## src/rtl/stopwatch_ctrl.sv

```systemverilog
// -----------------------------------------------------------------------------
// stopwatch_ctrl
//
// Purpose:
//   Sequencing controller for the 17-bit stopwatch/timer datapath. It turns the
//   raw start/stop and clear pushbuttons, the mode switches and the preset
//   switches into the datapath control levels:
//     - initial-value load enable
//     - count enable
//     - counter mux select
//     - terminal-count select
//     - display-anode reset
//   The count is frozen exactly at the limit. When the datapath raises its
//   terminal-count flag, count_en drops in that same cycle, so no extra count
//   is captured.
//
// Configuration:
//   STOPWATCH_DEBOUNCE_EN (macro)
//     When defined, each synchronized button runs through a counter-based
//     debouncer of DEBOUNCE_CYCLES samples before edge detection.
//     When undefined, edge detection runs directly on the synchronizer output.
//
// Parameters:
//   DEBOUNCE_CYCLES  stable-sample count per button (debounce build only)
//   MAX_COUNT        full-range limit and clamp value
//
// Ports:
//   clk         in   system clock, sole clock of the block
//   reset_n     in   synchronous active-low reset
//   btn_start   in   raw start/stop pushbutton (asynchronous)
//   btn_clear   in   raw clear pushbutton (asynchronous)
//   mode[1:0]   in   [1] direction (0 up, 1 down); [0] limit source
//                    (0 sw_val, 1 MAX_COUNT)
//   sw_val      in   preset from switches
//   tick        in   one-cycle pulse in the cycle the datapath ms clock rises
//   tc_reached  in   datapath terminal-count flag
//   init_val    out  value presented to the datapath init register
//   init_ld_en  out  init register load enable
//   count_en    out  counter register enable
//   ctr_select  out  counter mux: 00 init, 01 up, 10 down, 11 zero
//   tc_select   out  0 compares to init, 1 compares to zero
//   an_reset    out  active-high display mux reset
//   running     out  high while counting
//   done        out  high once the limit has been reached
// -----------------------------------------------------------------------------
module stopwatch_ctrl #(
  parameter int DEBOUNCE_CYCLES = 1000000,
  parameter int MAX_COUNT       = 9999
) (
  input  logic        clk,
  input  logic        reset_n,
  input  logic        btn_start,
  input  logic        btn_clear,
  input  logic [1:0]  mode,
  input  logic [16:0] sw_val,
  input  logic        tick,
  input  logic        tc_reached,
  output logic [16:0] init_val,
  output logic        init_ld_en,
  output logic        count_en,
  output logic [1:0]  ctr_select,
  output logic        tc_select,
  output logic        an_reset,
  output logic        running,
  output logic        done
);

  typedef enum logic [2:0] {
    StBoot    = 3'd0,
    StLoad    = 3'd1,
    StPreset  = 3'd2,
    StPaused  = 3'd3,
    StRunning = 3'd4,
    StDone    = 3'd5
  } stateT;

  localparam logic [16:0] MaxVal = 17'(MAX_COUNT);

  // Counter mux encodings
  localparam logic [1:0] SelInit = 2'b00;
  localparam logic [1:0] SelUp   = 2'b01;
  localparam logic [1:0] SelDown = 2'b10;
  localparam logic [1:0] SelZero = 2'b11;

  stateT       stateReg;
  stateT       stateNext;
  logic [16:0] initValReg;
  logic [1:0]  modeSync1Reg;
  logic [1:0]  modeSyncReg;
  logic [1:0]  modeQReg;
  logic [16:0] lim;
  logic        isUp;
  logic        modeChg;
  logic        startP;
  logic        clearP;
  logic [1:0]  btnRaw;
  logic [1:0]  btnPulse;

  // ---------------------------------------------------------------------------
  // Button conditioning
  //   Bit 0 is start, bit 1 is clear. Both buttons get an identical path, so
  //   simultaneous presses produce pulses in the same cycle and the priority
  //   logic in the FSM decides between them.
  // ---------------------------------------------------------------------------
  assign btnRaw = {btn_clear, btn_start};

  generate
    for (genvar gi = 0; gi < 2; gi++) begin : gBtn
      logic sync1Reg;
      logic sync2Reg;
      logic levelNow;
      logic prevReg;

      always_ff @(posedge clk) begin
        if (!reset_n) begin
          sync1Reg <= 1'b0;
          sync2Reg <= 1'b0;
        end else begin
          sync1Reg <= btnRaw[gi];
          sync2Reg <= sync1Reg;
        end
      end

`ifdef STOPWATCH_DEBOUNCE_EN
      // The counter tracks consecutive samples that disagree with the current
      // debounced level. Any agreeing sample restarts the run, so a bounce
      // shorter than DEBOUNCE_CYCLES never reaches the edge detector.
      localparam int CntW = (DEBOUNCE_CYCLES > 1) ? $clog2(DEBOUNCE_CYCLES) : 1;

      logic [CntW-1:0] cntReg;
      logic            dbReg;

      always_ff @(posedge clk) begin
        if (!reset_n) begin
          cntReg <= '0;
          dbReg  <= 1'b0;
        end else if (sync2Reg == dbReg) begin
          cntReg <= '0;
        end else if (cntReg == CntW'(DEBOUNCE_CYCLES - 1)) begin
          dbReg  <= sync2Reg;
          cntReg <= '0;
        end else begin
          cntReg <= cntReg + 1'b1;
        end
      end

      assign levelNow = dbReg;
`else
      assign levelNow = sync2Reg;
`endif

      always_ff @(posedge clk) begin
        if (!reset_n) begin
          prevReg <= 1'b0;
        end else begin
          prevReg <= levelNow;
        end
      end

      // One pulse per press, on the rising edge of the conditioned level.
      assign btnPulse[gi] = levelNow & ~prevReg;
    end
  endgenerate

  assign startP = btnPulse[0];
  assign clearP = btnPulse[1];

  // ---------------------------------------------------------------------------
  // Mode synchronizer and the mode snapshot taken at every LOAD entry
  // ---------------------------------------------------------------------------
  always_ff @(posedge clk) begin
    if (!reset_n) begin
      modeSync1Reg <= 2'b00;
      modeSyncReg  <= 2'b00;
    end else begin
      modeSync1Reg <= mode;
      modeSyncReg  <= modeSync1Reg;
    end
  end

  // Any switch movement away from the snapshot restarts the sequence, so the
  // datapath never runs with a direction or limit it was not loaded for.
  assign modeChg = (modeSyncReg != modeQReg);
  assign isUp    = ~modeQReg[1];

  // Effective limit. It is evaluated from the synchronized mode so that the
  // value written to init_val matches the snapshot latched at the same edge.
  always_comb begin
    if (modeSyncReg[0]) begin
      lim = MaxVal;
    end else if (sw_val > MaxVal) begin
      lim = MaxVal;
    end else begin
      lim = sw_val;
    end
  end

  // ---------------------------------------------------------------------------
  // State register
  //   init_val and the mode snapshot are captured only on the edge that enters
  //   LOAD, so init_val is steady throughout the load-enable cycle and ignores
  //   later switch movement.
  // ---------------------------------------------------------------------------
  always_ff @(posedge clk) begin
    if (!reset_n) begin
      stateReg   <= StBoot;
      initValReg <= '0;
      modeQReg   <= 2'b00;
    end else begin
      stateReg <= stateNext;
      if (stateNext == StLoad) begin
        initValReg <= lim;
        modeQReg   <= modeSyncReg;
      end
    end
  end

  assign init_val = initValReg;

  // ---------------------------------------------------------------------------
  // Next-state and output decode
  // ---------------------------------------------------------------------------
  always_comb begin
    stateNext  = stateReg;
    init_ld_en = 1'b0;
    count_en   = 1'b0;
    ctr_select = SelZero;
    tc_select  = modeQReg[1];
    an_reset   = 1'b0;
    running    = 1'b0;
    done       = 1'b0;

    case (stateReg)
      StBoot: begin
        tc_select = 1'b0;
        an_reset  = 1'b1;
        stateNext = StLoad;
      end

      StLoad: begin
        init_ld_en = 1'b1;
        stateNext  = StPreset;
      end

      // Preload the counter.
      // In up mode the counter starts from zero and counts toward init.
      // In down mode the counter starts from init and counts toward zero.
      // The datapath captures on the tick edge, so leave PRESET once the tick
      // has been seen.
      StPreset: begin
        count_en   = 1'b1;
        ctr_select = isUp ? SelZero : SelInit;
        if (tick) begin
          stateNext = StPaused;
        end
      end

      // A zero-length run (the preset already equals the terminal value)
      // goes straight to DONE instead of starting.
      StPaused: begin
        if (startP) begin
          stateNext = tc_reached ? StDone : StRunning;
        end
      end

      // count_en is combinational from tc_reached so the datapath cannot
      // capture a step past the limit in the cycle the flag rises.
      StRunning: begin
        running    = 1'b1;
        ctr_select = isUp ? SelUp : SelDown;
        count_en   = ~tc_reached;
        if (tc_reached) begin
          stateNext = StDone;
        end else if (startP) begin
          stateNext = StPaused;
        end
      end

      StDone: begin
        done = 1'b1;
      end

      default: begin
        stateNext = StBoot;
      end
    endcase

    // Clear and mode changes override everything except reset.
    if ((stateReg != StBoot) && (clearP || modeChg)) begin
      stateNext = StLoad;
    end
  end

endmodule

```

## config.mk

```make
export PLATFORM = sky130hd
export DESIGN_NAME = stopwatch_ctrl
export DESIGN_NICKNAME = d
export VERILOG_FILES = /design/src/rtl/stopwatch_ctrl.sv
export SDC_FILE = /design/constraint.sdc
export NUM_CORES = 1
export LEC_CHECK = 0
export BUFFER_PORTS_ARGS = -buffer_cell sky130_fd_sc_hd__buf_2
export CAP_MARGIN = 20
export CORE_ASPECT_RATIO = 1.5
export CORE_MARGIN = 2
export CORE_UTILIZATION = 47
export DETAILED_ROUTE_END_ITERATION = 7
export GPL_ROUTABILITY_DRIVEN = 1
export PLACE_DENSITY = 0.79
export SETUP_SLACK_MARGIN = 0.05
export SLEW_MARGIN = 20
export SYNTH_ARGS = -nofsm -noshare
export SYNTH_HDL_FRONTEND = slang
export SYNTH_SLANG_ARGS = --single-unit
```

## constraint.sdc

```tcl
create_clock -name clk -period 1.7 [get_ports clk]
set_input_delay 0.085 -clock clk [delete_from_list [all_inputs] [get_ports clk]]
set_output_delay 0.085 -clock clk [all_outputs]
set_load 0.03 [all_outputs]
```

==> impl_summary.txt, run 1 <==
----------------------------------------------------
[Status]
  Outcome ... completed

[Logic synthesis]
  Flip-flop and latch count after synthesis ... 32
  Post-synth ARST share ... 0
  Combinational family with the most area after synthesis ... simple AND/OR/NAND/NOR gates
  Top post-synthesis cells by area ... sky130_fd_sc_hd__dfxtp_1 51%, sky130_fd_sc_hd__and2_1 6.4%, sky130_fd_sc_hd__o221a_1 5.3%
  Yosys top cell area share ... 0.5069
  Portion of netlist area occupied by mux cells ... 0
  Xor/xnor cell area share of the yosys netlist ... 0.01386
  Adder and majority cell fraction of the synthesized area ... 0
  Most numerous cell types in the synthesized netlist ... 32 x sky130_fd_sc_hd__dfxtp_1, 13 x sky130_fd_sc_hd__and2_1, 9 x sky130_fd_sc_hd__nand2_1, 9 x sky130_fd_sc_hd__nor2_1, 9 x sky130_fd_sc_hd__o21ai_0
  Synthesis Warnings ... 0
  Primary flip-flop cell chosen by synthesis mapping ... sky130_fd_sc_hd__dfxtp_1
  Leading area contributor after synthesis ... sky130_fd_sc_hd__dfxtp_1
  Combined area of all synthesized cells ... 0.001264 sq mm
  Number of library cell types mapped by synthesis ... 33
  Post-synthesis net count ... between 150 and 200
  Synthesized-area fraction occupied by ao, oa, aoi and oai cells ... 0.1604
  Post-Synth Simple-Gate Area ... 0.2832
  Number of synthesized flops with an enable pin ... 0
  Most instantiated library cell after synthesis ... sky130_fd_sc_hd__dfxtp_1
  Sequential cell area fraction in the yosys report ... 0.5069
  Cell count after synthesis ... between 100 and 150
  Synthesized area per cell ... slightly below 10 sq um

[Worst setup path]
  Worst R2R Setup Slack ... between 0.1 and 0.15 ns
  Reg-to-Reg End ... init_val[9]
  Launch point of the worst reg-to-reg path ... modeSyncReg[0]
  Data arrival, critical path ... around 1.8 ns
  Element type at the critical path end ... register
  Type of the worst setup path ... reg -> reg
  CP startpoint kind ... register
  Cells on worst reg2reg path ... 4
  Crit path max fanout ... 12
  Worst setup path start ... modeSyncReg[0]
  Data required, critical path ... 1.92 ns

[Placement]
  Place WS ... around 0.066 ns
  Number of placed instances with taps included ... roughly 210
  Post-DP Area ... ~0.0016 sq mm
  Total half-perimeter wirelength after legalization and detailed placement ... ~2 mm
  Buffers on Ports ... 49
  Final RePlAce weighted congestion ... 0.7147

[STA]
  Fmax ... 0.6381 GHz
  Max Slew Vio Count ... 0
  Largest clock skew in the final design ... 0.006122 ns
  Min setup slack post-route ... 0.1329 ns
  Fin Hold WS ... approximately 0.013 ns
  Hold Vio Cnt, Final ... 0
  Period utilization ... 0.9218
  Worst slew slack as a fraction of its limit ... 0.6556
  RSZ-0062 raised after global routing ... false
  Fin crit period ... approximately 1.6 ns
  Worst slew pin tran ... between 0.5 and 0.6 ns
  Total setup violations reported at the end of the flow ... 0
  Setup TNS ... 0 ns

[Floorplanning]
  Cell row count ... 23
  Initial Util ... 0.4826
  Area of the die ... between 0.003 and 0.004 sq mm
  Chip Width ... around 46 microns
  I/O pin count ... 50
  Chip Height ... about 68 microns
  Core outline area ... around 0.0026 sq mm

[Routing]
  Residual antenna-violating net count after detailed routing ... 0
  Post-detailed-route DRC marker count ... 0
  Total number of vias ... approximately 1100
  Initial drt markers ... 30
  Avg WL per Cell ... roughly 12 microns
  Ratio of routed vias to standard cells ... ~5.1
  Routed wire length ... approximately 2.7 mm
  Detailed-routing iteration count for the pre-antenna-repair pass ... 5

[Hold path]
  Hold EP ... gBtn[0].sync1Reg
  Min-delay worst type ... in -> reg
  Min-Delay Path Depth ... 2
  Hold wc startpoint ... btn_start

[Clock tree]
  Clk buf depth ... 2
  Setup Buffers After CTS ... 0
  Latest clock arrival within the worst-skew pair ... ~0.27 ns
  CTS buffer count ... 5
  CTS root buf ... sky130_fd_sc_hd__clkbuf_8
  TritonCTS clock tree ... yes
  Sink count of the clock tree ... 32
  Deepest level of the CTS H-tree ... 2
  Clock transition at path regs ... approximately 0.060 ns
  Number of hold buffers added after CTS ... 0

[Pwr]
  Peak VDD IR ... about 0.88 mV
  Leak pwr ... approximately 0.76 nW
  Total power per unit cell area ... ~990 mW/mm^2

[GRT]
  Global routing usage on met1 ... 0.2157
  Via count of the first global-routing pass ... roughly 1100
  Grt met3 use ... 0.02941
  Met2 routing resource usage after global routing ... 0.3229
  Pin count of the biggest net entering global routing ... 36
  Antenna violations before repair ... 0
  Global Route Usage Sum ... 0.1890
  Wire length of the first global-routing pass ... around 4.4 mm
  Remaining global-route overflow ... 0
  Most crowded layer after global routing ... met2

[Layout]
  Area delta synth->final ... 30.99%
  Post-layout instance count excluding filler cells ... 220
  Fraction of final layout cells with drive strength greater than 1 ... 0.3716
  Net total in the final layout ... approximately 210
  Antenna diode instance count ... 0
  Final standard cell area without fillers ... between 0.0015 and 0.002 sq mm

[Run]
  Max-cap check violation count ... 0

----------------------------------------------------
repair_timing:
| item | CTS | global route |
|---|---|---|
| gates resized for setup | 0 | 2 |
| setup endpoints to repair | 0 | 11 |
| endpoints found under the hold margin | 0 | 0 |
critical path: stages, from the launching register on:
cell                      delay, ns
sky130_fd_sc_hd__dfxtp_1       0.32
sky130_fd_sc_hd__xor2_1        0.19
sky130_fd_sc_hd__or4_4         0.63
sky130_fd_sc_hd__nand4_4       0.17
sky130_fd_sc_hd__o221a_1       0.20
how the worst max path moves through the flow:
stage	to	slack, ns	depth (start not counted)
after floorplan	init_val[0]	0.09	4
final	init_val[9]	0.13	4
after global placement	init_val[8]	0.10	4
after global routing	init_val[8]	0.04	4
after CTS	init_val[9]	0.05	4
after detailed placement	init_val[9]	0.07	4
state kept, by name, indices dropped and copies added (netlist names):
name	cells
gBtn.sync1Reg	2
modeSyncReg	2
gBtn.levelNow	2
gBtn.prevReg	2
modeSync1Reg	2
stateReg	3
modeQReg	2
init_val	17
cell families (layout without fill, tap and decap cells):
family | Yosys count | count (layout)
AO/OA/AOI/OAI | 26 | 26
XOR/XNOR | 2 | 2
buffers and inverters | 8 | 62
flip-flops | 32 | 32
AND/OR/NAND/NOR | 61 | 61
report_power, final:
| part | switching [mW] | internal (mW) | total [mW] |
|---|---|---|---|
| Sequential | 0.0234 | 0.791 | 0.814 |
| Combinational | 0.180 | 0.122 | 0.302 |
| Clock | 0.243 | 0.277 | 0.521 |
per-layer routing:
layer / share of wire / vias up
met3: 0.047 / 5
met5: 0 / -
met2: 0.54 / 38
met4: 0.014 / 0
met1: 0.40 / 520
li1: - / 563
per-stage QoR:
step | util | power [mW]
2_1_floorplan | - | 1.031
3_5_place_dp | 0.5963 | 1.130
4_1_cts | 0.6259 | 1.652
6_report | 0.6321 | 1.637
3_3_place_gp | 0.5963 | 1.123
5_1_grt | 0.6321 | 1.717
final cells by class:
cell class,instances,area [sq um]
clock buffers,6,72.57
fillers,222,963.4
clock inverters,1,5.005
multi-input cells,89,600.6
flip-flops and latches,32,640.6
well taps,37,46.29
repair buffers,55,290.3
cells in the final DEF, fill, tap and decap left out, drive strengths merged, types with 2 or more instances in the layout:
| cell | n |
|---|---|
| nor3 | 2 |
| and2 | 13 |
| nor4 | 2 |
| nor2 | 9 |
| nand2 | 9 |
| xor2 | 2 |
| o21ai | 9 |
| nand3 | 6 |
| a21boi | 2 |
| nand2b | 5 |
| buf | 55 |
| o221a | 7 |
| clkbuf | 6 |
| nor2b | 6 |
| and3 | 3 |
| dfxtp | 32 |
No activity file was read; power rests on OpenSTA's default activity.
==> run 2: changes to the inputs <==
==> constraint.sdc (replaced) <==
create_clock -name clk -period 1.66 [get_ports clk]
set_input_delay 0.083 -clock clk [delete_from_list [all_inputs] [get_ports clk]]
set_output_delay 0.083 -clock clk [all_outputs]
set_load 0.03 [all_outputs]
==> impl_summary.txt, run 2 (synthesis results as in run 1) <==
----------------------------------------------------
[Status]
  Outcome ... completed

[STA]
  Min setup slack post-route ... 0.07439 ns (-0.05851 ns)
  Worst slew slack as a fraction of its limit ... 0.4664 (-0.1892)
  Largest clock skew in the final design ... 0.006517 ns (+0.0003955 ns)
  Setup TNS ... 0 ns (unchanged)
  Hold Vio Cnt, Final ... 0 (unchanged)
  Fmax ... 0.6307 GHz (-1.2%)
  RSZ-0062 raised after global routing ... false
  Worst slew pin tran ... 0.7901 ns (+0.2802 ns)
  Period utilization ... 0.9552 (+0.03336)
  Fin crit period ... 1.586 ns (+0.01851 ns)
  Max Slew Vio Count ... 0 (unchanged)
  Total setup violations reported at the end of the flow ... 0 (unchanged)

[Placement]
  Buffers on Ports ... 49 (unchanged)
  Total half-perimeter wirelength after legalization and detailed placement ... 2.038 mm (+2.8%)
  Final RePlAce weighted congestion ... 0.7392 (+3.4%)
  Place WS ... 0.01705 ns (-0.04919 ns)

[Floorplanning]
  Cell row count ... 23 (unchanged)
  Area of the die ... 0.003128 sq mm (unchanged)
  Chip Width ... 46.34 microns (unchanged)
  I/O pin count ... 50 (unchanged)
  Core outline area ... 0.002619 sq mm (unchanged)
  Initial Util ... 0.4826 (unchanged)
  Chip Height ... 67.51 microns (unchanged)

[Layout]
  Footprint of the flip-flops and latches ... 640.6 sq um (unchanged)
  Area delta synth->final ... 38.42%
  Filler cell count in the final layout ... 210 (-5.4%)
  Most frequent cells in the layout ... 49 x sky130_fd_sc_hd__buf_2, 32 x sky130_fd_sc_hd__dfxtp_1, 13 x sky130_fd_sc_hd__and2_1
  Fraction of final layout cells with drive strength greater than 1 ... 0.3862 (+0.01466)
  Multi-input logic area ... 634.4 sq um (+5.6%)
  Most common cell after layout, fill and taps aside ... sky130_fd_sc_hd__buf_2
  Antenna diode instance count ... 0 (unchanged)
  Number of flip-flops in the largest register ... 17 (unchanged)
  Net total in the final layout ... 213 (+2.4%)

[Worst setup path]
  Launch point of the worst reg-to-reg path ... modeSyncReg[0]
  Worst R2R Setup Slack ... 0.07 ns (-0.06 ns)
  Worst setup path start ... modeSyncReg[0]
  Type of the worst setup path ... reg -> reg
  Data required, critical path ... 1.84 ns (-0.08 ns)
  Crit path max fanout ... 7 (-5)
  Data arrival, critical path ... 1.76 ns (-0.02 ns)
  Element type at the critical path end ... register
  CP startpoint kind ... register
  Cells on worst reg2reg path ... 3 (-1)
  Reg-to-Reg End ... init_val[8]
  End point of the critical path ... init_val[8]

[Routing]
  Routed wire length ... 3.136 mm (+18%)
  Post-detailed-route DRC marker count ... 0 (unchanged)
  Detailed-routing iteration count for the pre-antenna-repair pass ... 5 (unchanged)
  Ratio of routed vias to standard cells ... 5.173 (+1.1%)
  Avg WL per Cell ... 13.88 microns (+15%)
  Residual antenna-violating net count after detailed routing ... 0 (unchanged)
  Total number of vias ... 1169 (+3.8%)
  Initial drt markers ... 42 (+40%)

[Clock tree]
  Clock transition at path regs ... 0.06 ns (about the same)
  CTS buffer count ... 5 (unchanged)
  Setup Buffers After CTS ... 0 (unchanged)
  Sink count of the clock tree ... 32 (unchanged)
  Clk buf depth ... 2 (unchanged)
  Deepest level of the CTS H-tree ... 2 (unchanged)
  CTS root buf ... sky130_fd_sc_hd__clkbuf_8
  Latest clock arrival within the worst-skew pair ... 0.29 ns (+0.02 ns)
  TritonCTS clock tree ... yes

[GRT]
  Global Route Usage Sum ... 0.1981 (+0.009047)
  Wire length of the first global-routing pass ... 4.319 mm (-0.94%)
  Antenna violations before repair ... 0 (unchanged)
  Via count of the first global-routing pass ... 1041 (-4.6%)
  Remaining global-route overflow ... 0 (unchanged)
  Pin count of the biggest net entering global routing ... 36 (unchanged)

[Pwr]
  Total power per unit cell area ... 1086 mW/mm^2 (+9.8%)
  Leak pwr ... 0.7954 nW (+5.1%)
  Peak VDD IR ... 0.8719 mV (-1.1%)

[Hold path]
  Min-delay worst type ... in -> reg

[Run]
  Max-cap check violation count ... 0 (unchanged)

----------------------------------------------------
run 2: cell types whose count changed in the layout (fill, tap and decap cells not counted), sizes merged:
cell         previous run  this run
nand4                   1         2
dlygate4sd3             0         3
or4                     1         2
bufinv                  0         1
run 2: final cells by class:
class,instances,area share
Sequential cell,32,0.3662
Clock buffer,6,0.04149
Timing Repair Buffer,58,0.1831
Clock inverter,2,0.02003
Multi-Input combinational cell,91,0.3627
Tap cell,37,0.02647
run 2: how the worst min path moves through the flow:
stage | to | slack [ns] | cells past startpoint | start
floorplan | gBtn[0].sync1Reg | 0.20 | 1 | btn_start
global placement | gBtn[0].sync1Reg | 0.29 | 2 | btn_start
detailed placement | gBtn[1].sync1Reg | 0.29 | 2 | btn_clear
CTS | modeSync1Reg[0] | 0.008 | 2 | mode[0]
global route | modeSync1Reg[0] | 0.03 | 2 | mode[0]
finish | modeSync1Reg[0] | 0.01 | 2 | mode[0]
run 2: report_power, final:
| group | switching, mW | internal [mW] |
|---|---|---|
| Clock | 0.284 | 0.445 |
| Combinational | 0.199 | 0.137 |
| Sequential | 0.0248 | 0.809 |
run 2: critical path, stage by stage, from the launching register on:
cell,delay [ns]
sky130_fd_sc_hd__dfxtp_1,0.34
sky130_fd_sc_hd__xor2_2,0.21
sky130_fd_sc_hd__or4_4,0.63
sky130_fd_sc_hd__o221a_2,0.30
run 2: layer usage:
layer,share of wire,vias to the layer above,routed length [microns],track usage
met4,0.019,0,61,0.1179
met2,0.54,42,1685,0.3351
li1,-,574,-,-
met3,0.040,5,127,0.05615
met1,0.40,548,1262,0.2091
met5,0,-,0,0
run 2: what timing repair did:
action | 4_1_cts | 5_1_grt
gates cloned | 0 | 2
pin swaps | 0 | 1
resized for setup | 1 | 4
hold endpoints to repair | 3 | 0
setup endpoints to repair | 9 | 9
hold buffers | 3 | 0
run 2: through the flow:
stage	area (sq um)	total power, mW	instances	hold WS, ns	util
3_3_place_gp	1562	1.150	213	0.2869	0.5963
3_5_place_dp	1562	1.158	213	0.2929	0.5963
4_1_cts	1708	1.889	224	0.007715	0.6522
5_1_grt	1749	1.973	226	0.02696	0.6679
2_1_floorplan	1270	1.056	129	0.2047	-
6_report	1749	1.899	226	0.01280	0.6679
==> run 3: changes to the inputs <==
--- a/config.mk
+++ b/config.mk
@@ -9,10 +9,10 @@
 export CAP_MARGIN = 20
 export CORE_ASPECT_RATIO = 1.5
 export CORE_MARGIN = 2
-export CORE_UTILIZATION = 47
+export CORE_UTILIZATION = 42
 export DETAILED_ROUTE_END_ITERATION = 7
 export GPL_ROUTABILITY_DRIVEN = 1
-export PLACE_DENSITY = 0.79
+export PLACE_DENSITY = 0.74
 export SETUP_SLACK_MARGIN = 0.05
 export SLEW_MARGIN = 20
 export SYNTH_ARGS = -nofsm -noshare
==> constraint.sdc (replaced) <==
create_clock -name clk -period 1.28 [get_ports clk]
set_input_delay 0.064 -clock clk [delete_from_list [all_inputs] [get_ports clk]]
set_output_delay 0.064 -clock clk [all_outputs]
set_load 0.03 [all_outputs]
==> impl_summary.txt, run 3 (synthesis results as in run 1) <==
----------------------------------------------------
[GRT]
  Pin count of the biggest net entering global routing ... 36 (unchanged)
  Global Route Usage Sum ... 0.2073 (+0.009201)
  Antenna violations before repair ... 0 (unchanged)
  Remaining global-route overflow ... 0 (unchanged)
  Via count of the first global-routing pass ... 1192 (+15%)
  Wire length of the first global-routing pass ... 5.471 mm (+27%)

[Layout]
  Footprint of the flip-flops and latches ... 654.4 sq um (+2.1%)
  Number of flip-flops in the largest register ... 17 (unchanged)
  Filler cell count in the final layout ... 221 (+5.2%)
  Post-Route Utilization ... 0.7287 (+0.06079)
  Most frequent cells in the layout ... 41 x sky130_fd_sc_hd__buf_2, 25 x sky130_fd_sc_hd__dfxtp_1, 13 x sky130_fd_sc_hd__buf_6, 13 x sky130_fd_sc_hd__buf_4, 12 x sky130_fd_sc_hd__and2_1
  Most common cell after layout, fill and taps aside ... sky130_fd_sc_hd__buf_2
  Fraction of final layout cells with drive strength greater than 1 ... 0.5842 (+0.1979)
  Area delta synth->final ... 66.24%
  Multi-input logic area ... 803.3 sq um (+27%)
  Net total in the final layout ... 226 (+6.1%)
  Antenna diode instance count ... 0 (unchanged)

[Routing]
  Initial drt markers ... 23 (-45%)
  Detailed-routing iteration count for the pre-antenna-repair pass ... 5 (unchanged)
  Post-detailed-route DRC marker count ... 0 (unchanged)
  Ratio of routed vias to standard cells ... 5.191 (+0.35%)
  Residual antenna-violating net count after detailed routing ... 0 (unchanged)
  Avg WL per Cell ... 14.43 microns (+4.0%)
  Total number of vias ... 1251 (+7.0%)
  Routed wire length ... 3.478 mm (+11%)

[Floorplanning]
  Cell row count ... 24 (+4.3%)
  Core outline area ... 0.002883 sq mm (+10%)
  I/O pin count ... 50 (unchanged)
  Chip Height ... 71.18 microns (+5.4%)
  Area of the die ... 0.003473 sq mm (+11%)
  Chip Width ... 48.79 microns (+5.3%)
  Initial Util ... 0.4384 (-0.04419)

[STA]
  Fmax ... 0.6605 GHz (+4.7%)
  Max Slew Vio Count ... 0 (unchanged)
  Worst slew pin tran ... 0.5161 ns (-0.2740 ns)
  Total setup violations reported at the end of the flow ... 22 (+22)
  Fin crit period ... 1.514 ns (-0.07169 ns)
  Largest clock skew in the final design ... 0.007311 ns (+0.0007938 ns)
  RSZ-0062 raised after global routing ... true
  Period utilization ... 1.183 (+0.2276)
  Worst slew slack as a fraction of its limit ... 0.6523 (+0.1859)
  Min setup slack post-route ... -0.2339 ns (-0.3083 ns)
  Hold Vio Cnt, Final ... 0 (unchanged)

[Hold path]
  Min-delay worst type ... in -> reg
  Min-Delay Path Depth ... 2 (unchanged)
  Hold EP ... gBtn[0].sync1Reg
  Hold wc startpoint ... btn_start

[Clock tree]
  CTS root buf ... sky130_fd_sc_hd__clkbuf_8
  Clk buf depth ... 2 (unchanged)
  Clock transition at path regs ... 0.06 ns (about the same)
  Deepest level of the CTS H-tree ... 2 (unchanged)
  Latest clock arrival within the worst-skew pair ... 0.28 ns (about the same)
  TritonCTS clock tree ... yes
  CTS buffer count ... 5 (unchanged)
  Sink count of the clock tree ... 32 (unchanged)

[Worst setup path]
  Worst R2R Setup Slack ... -0.23 ns (-0.31 ns)
  Reg-to-Reg End ... init_val[8]
  Crit path max fanout ... 7 (unchanged)
  Element type at the critical path end ... register
  Type of the worst setup path ... reg -> reg
  Cells on worst reg2reg path ... 3 (unchanged)
  Launch point of the worst reg-to-reg path ... modeSyncReg[1]
  Data arrival, critical path ... 1.68 ns (-0.08 ns)
  Data required, critical path ... 1.45 ns (-0.39 ns)
  CP startpoint kind ... register

[Pwr]
  Leak pwr ... 0.9056 nW (+14%)
  Total power per unit cell area ... 1193 mW/mm^2 (+9.8%)
  Peak VDD IR ... 0.9094 mV (+4.3%)
  Part of the total power dissipated in the clock network ... 0.334 (-0.050)
  Logic gate share of total power ... 0.234 (+0.057)
  Sequential share of power ... 0.433 (-0.006)
  Reported net switching power ... 0.6974 mW (+37%)
  Internal power component ... 1.808 mW (+30%)
  Net Sw Frac ... 0.2784 (+0.01066)

[Placement]
  Buffers on Ports ... 49 (unchanged)
  Final RePlAce weighted congestion ... 0.6822 (-7.7%)
  Total half-perimeter wirelength after legalization and detailed placement ... 2.121 mm (+4.1%)
  Place WS ... -0.2489 ns (-0.2659 ns)

[Run]
  Max-cap check violation count ... 0 (unchanged)

[Status]
  Violations in the final reports ... negative setup slack
  Outcome ... finished, violations left

----------------------------------------------------
## run 3: cell count changes in the layout (fill, tap and decap cells not counted), moves of 7 or more
| cell | previous run | this run |
|---|---|---|
| sky130_fd_sc_hd__buf_6 | 0 | 13 |
| sky130_fd_sc_hd__nor2_1 | 9 | 1 |
| sky130_fd_sc_hd__buf_2 | 49 | 41 |
| sky130_fd_sc_hd__buf_4 | 6 | 13 |
| sky130_fd_sc_hd__dfxtp_1 | 32 | 25 |
## run 3: worst max-delay path by stage
stage	slack [ns]	to	from	cells past startpoint
after floorplan	-0.25	init_val[0]	stateReg[2]	5
after detailed placement	-0.25	init_val[1]	modeSyncReg[0]	4
after global routing	-0.26	init_val[8]	modeSyncReg[1]	3
after CTS	-0.21	init_val[1]	modeSyncReg[1]	3
after global placement	-0.21	init_val[8]	modeSyncReg[0]	3
final	-0.23	init_val[8]	modeSyncReg[1]	3
## run 3: layer usage
metal,up-vias,share of wire,wire (microns),track usage
met3,7,0.044,153,0.04430
met4,0,0.019,65,0.07619
met1,598,0.36,1258,0.2146
met2,45,0.58,2000,0.4003
li1,601,-,-,-
met5,-,0,0,0
## run 3: power groups by stage
stage | Clock, mW | Sequential, mW | Combinational (mW)
6_report | 0.836 | 1.08 | 0.585
5_1_grt | 0.897 | 1.09 | 0.624
4_1_cts | 0.852 | 1.08 | 0.527
3_5_place_dp | 0 | 1.10 | 0.423
3_3_place_gp | 0 | 1.10 | 0.413
2_1_floorplan | 0 | 1.16 | 0.220
## run 3: layout make-up
cell class                 instances  share of cell area
multi-input combinational         91              0.3824
sequential                        32              0.3115
timing repair buffer              71              0.2353
clock buffer                       8             0.04765
tap                               39             0.02323
## run 3: critical path, stage by stage (launching register included)
cell,delay (ns)
sky130_fd_sc_hd__dfxtp_2,0.33
sky130_fd_sc_hd__xor2_2,0.20
sky130_fd_sc_hd__or4_4,0.57
sky130_fd_sc_hd__o221a_2,0.30
## run 3: timing repair
| action | in CTS | in global routing |
|---|---|---|
| buffers inserted | 5 | 2 |
| gates cloned | 2 | 0 |
| hold buffers | 3 | 0 |
| resized for setup | 45 | 28 |
| endpoints found under the setup margin | 27 | 28 |
| endpoints found under the hold margin | 3 | 0 |
| pin swaps | 8 | 11 |
## run 3: stage by stage
step	TNS (ns)	power, mW	instances	instance area, sq um	hold WS [ns]
floorplan	-2.795	1.378	129	1296	0.1857
global placement	-2.518	1.509	221	1635	0.2711
detailed placement	-3.004	1.522	221	1635	0.2727
CTS	-2.975	2.461	239	1983	0.007297
global route	-4.017	2.609	241	2101	0.01232
finish	-3.058	2.505	241	2101	0.005172
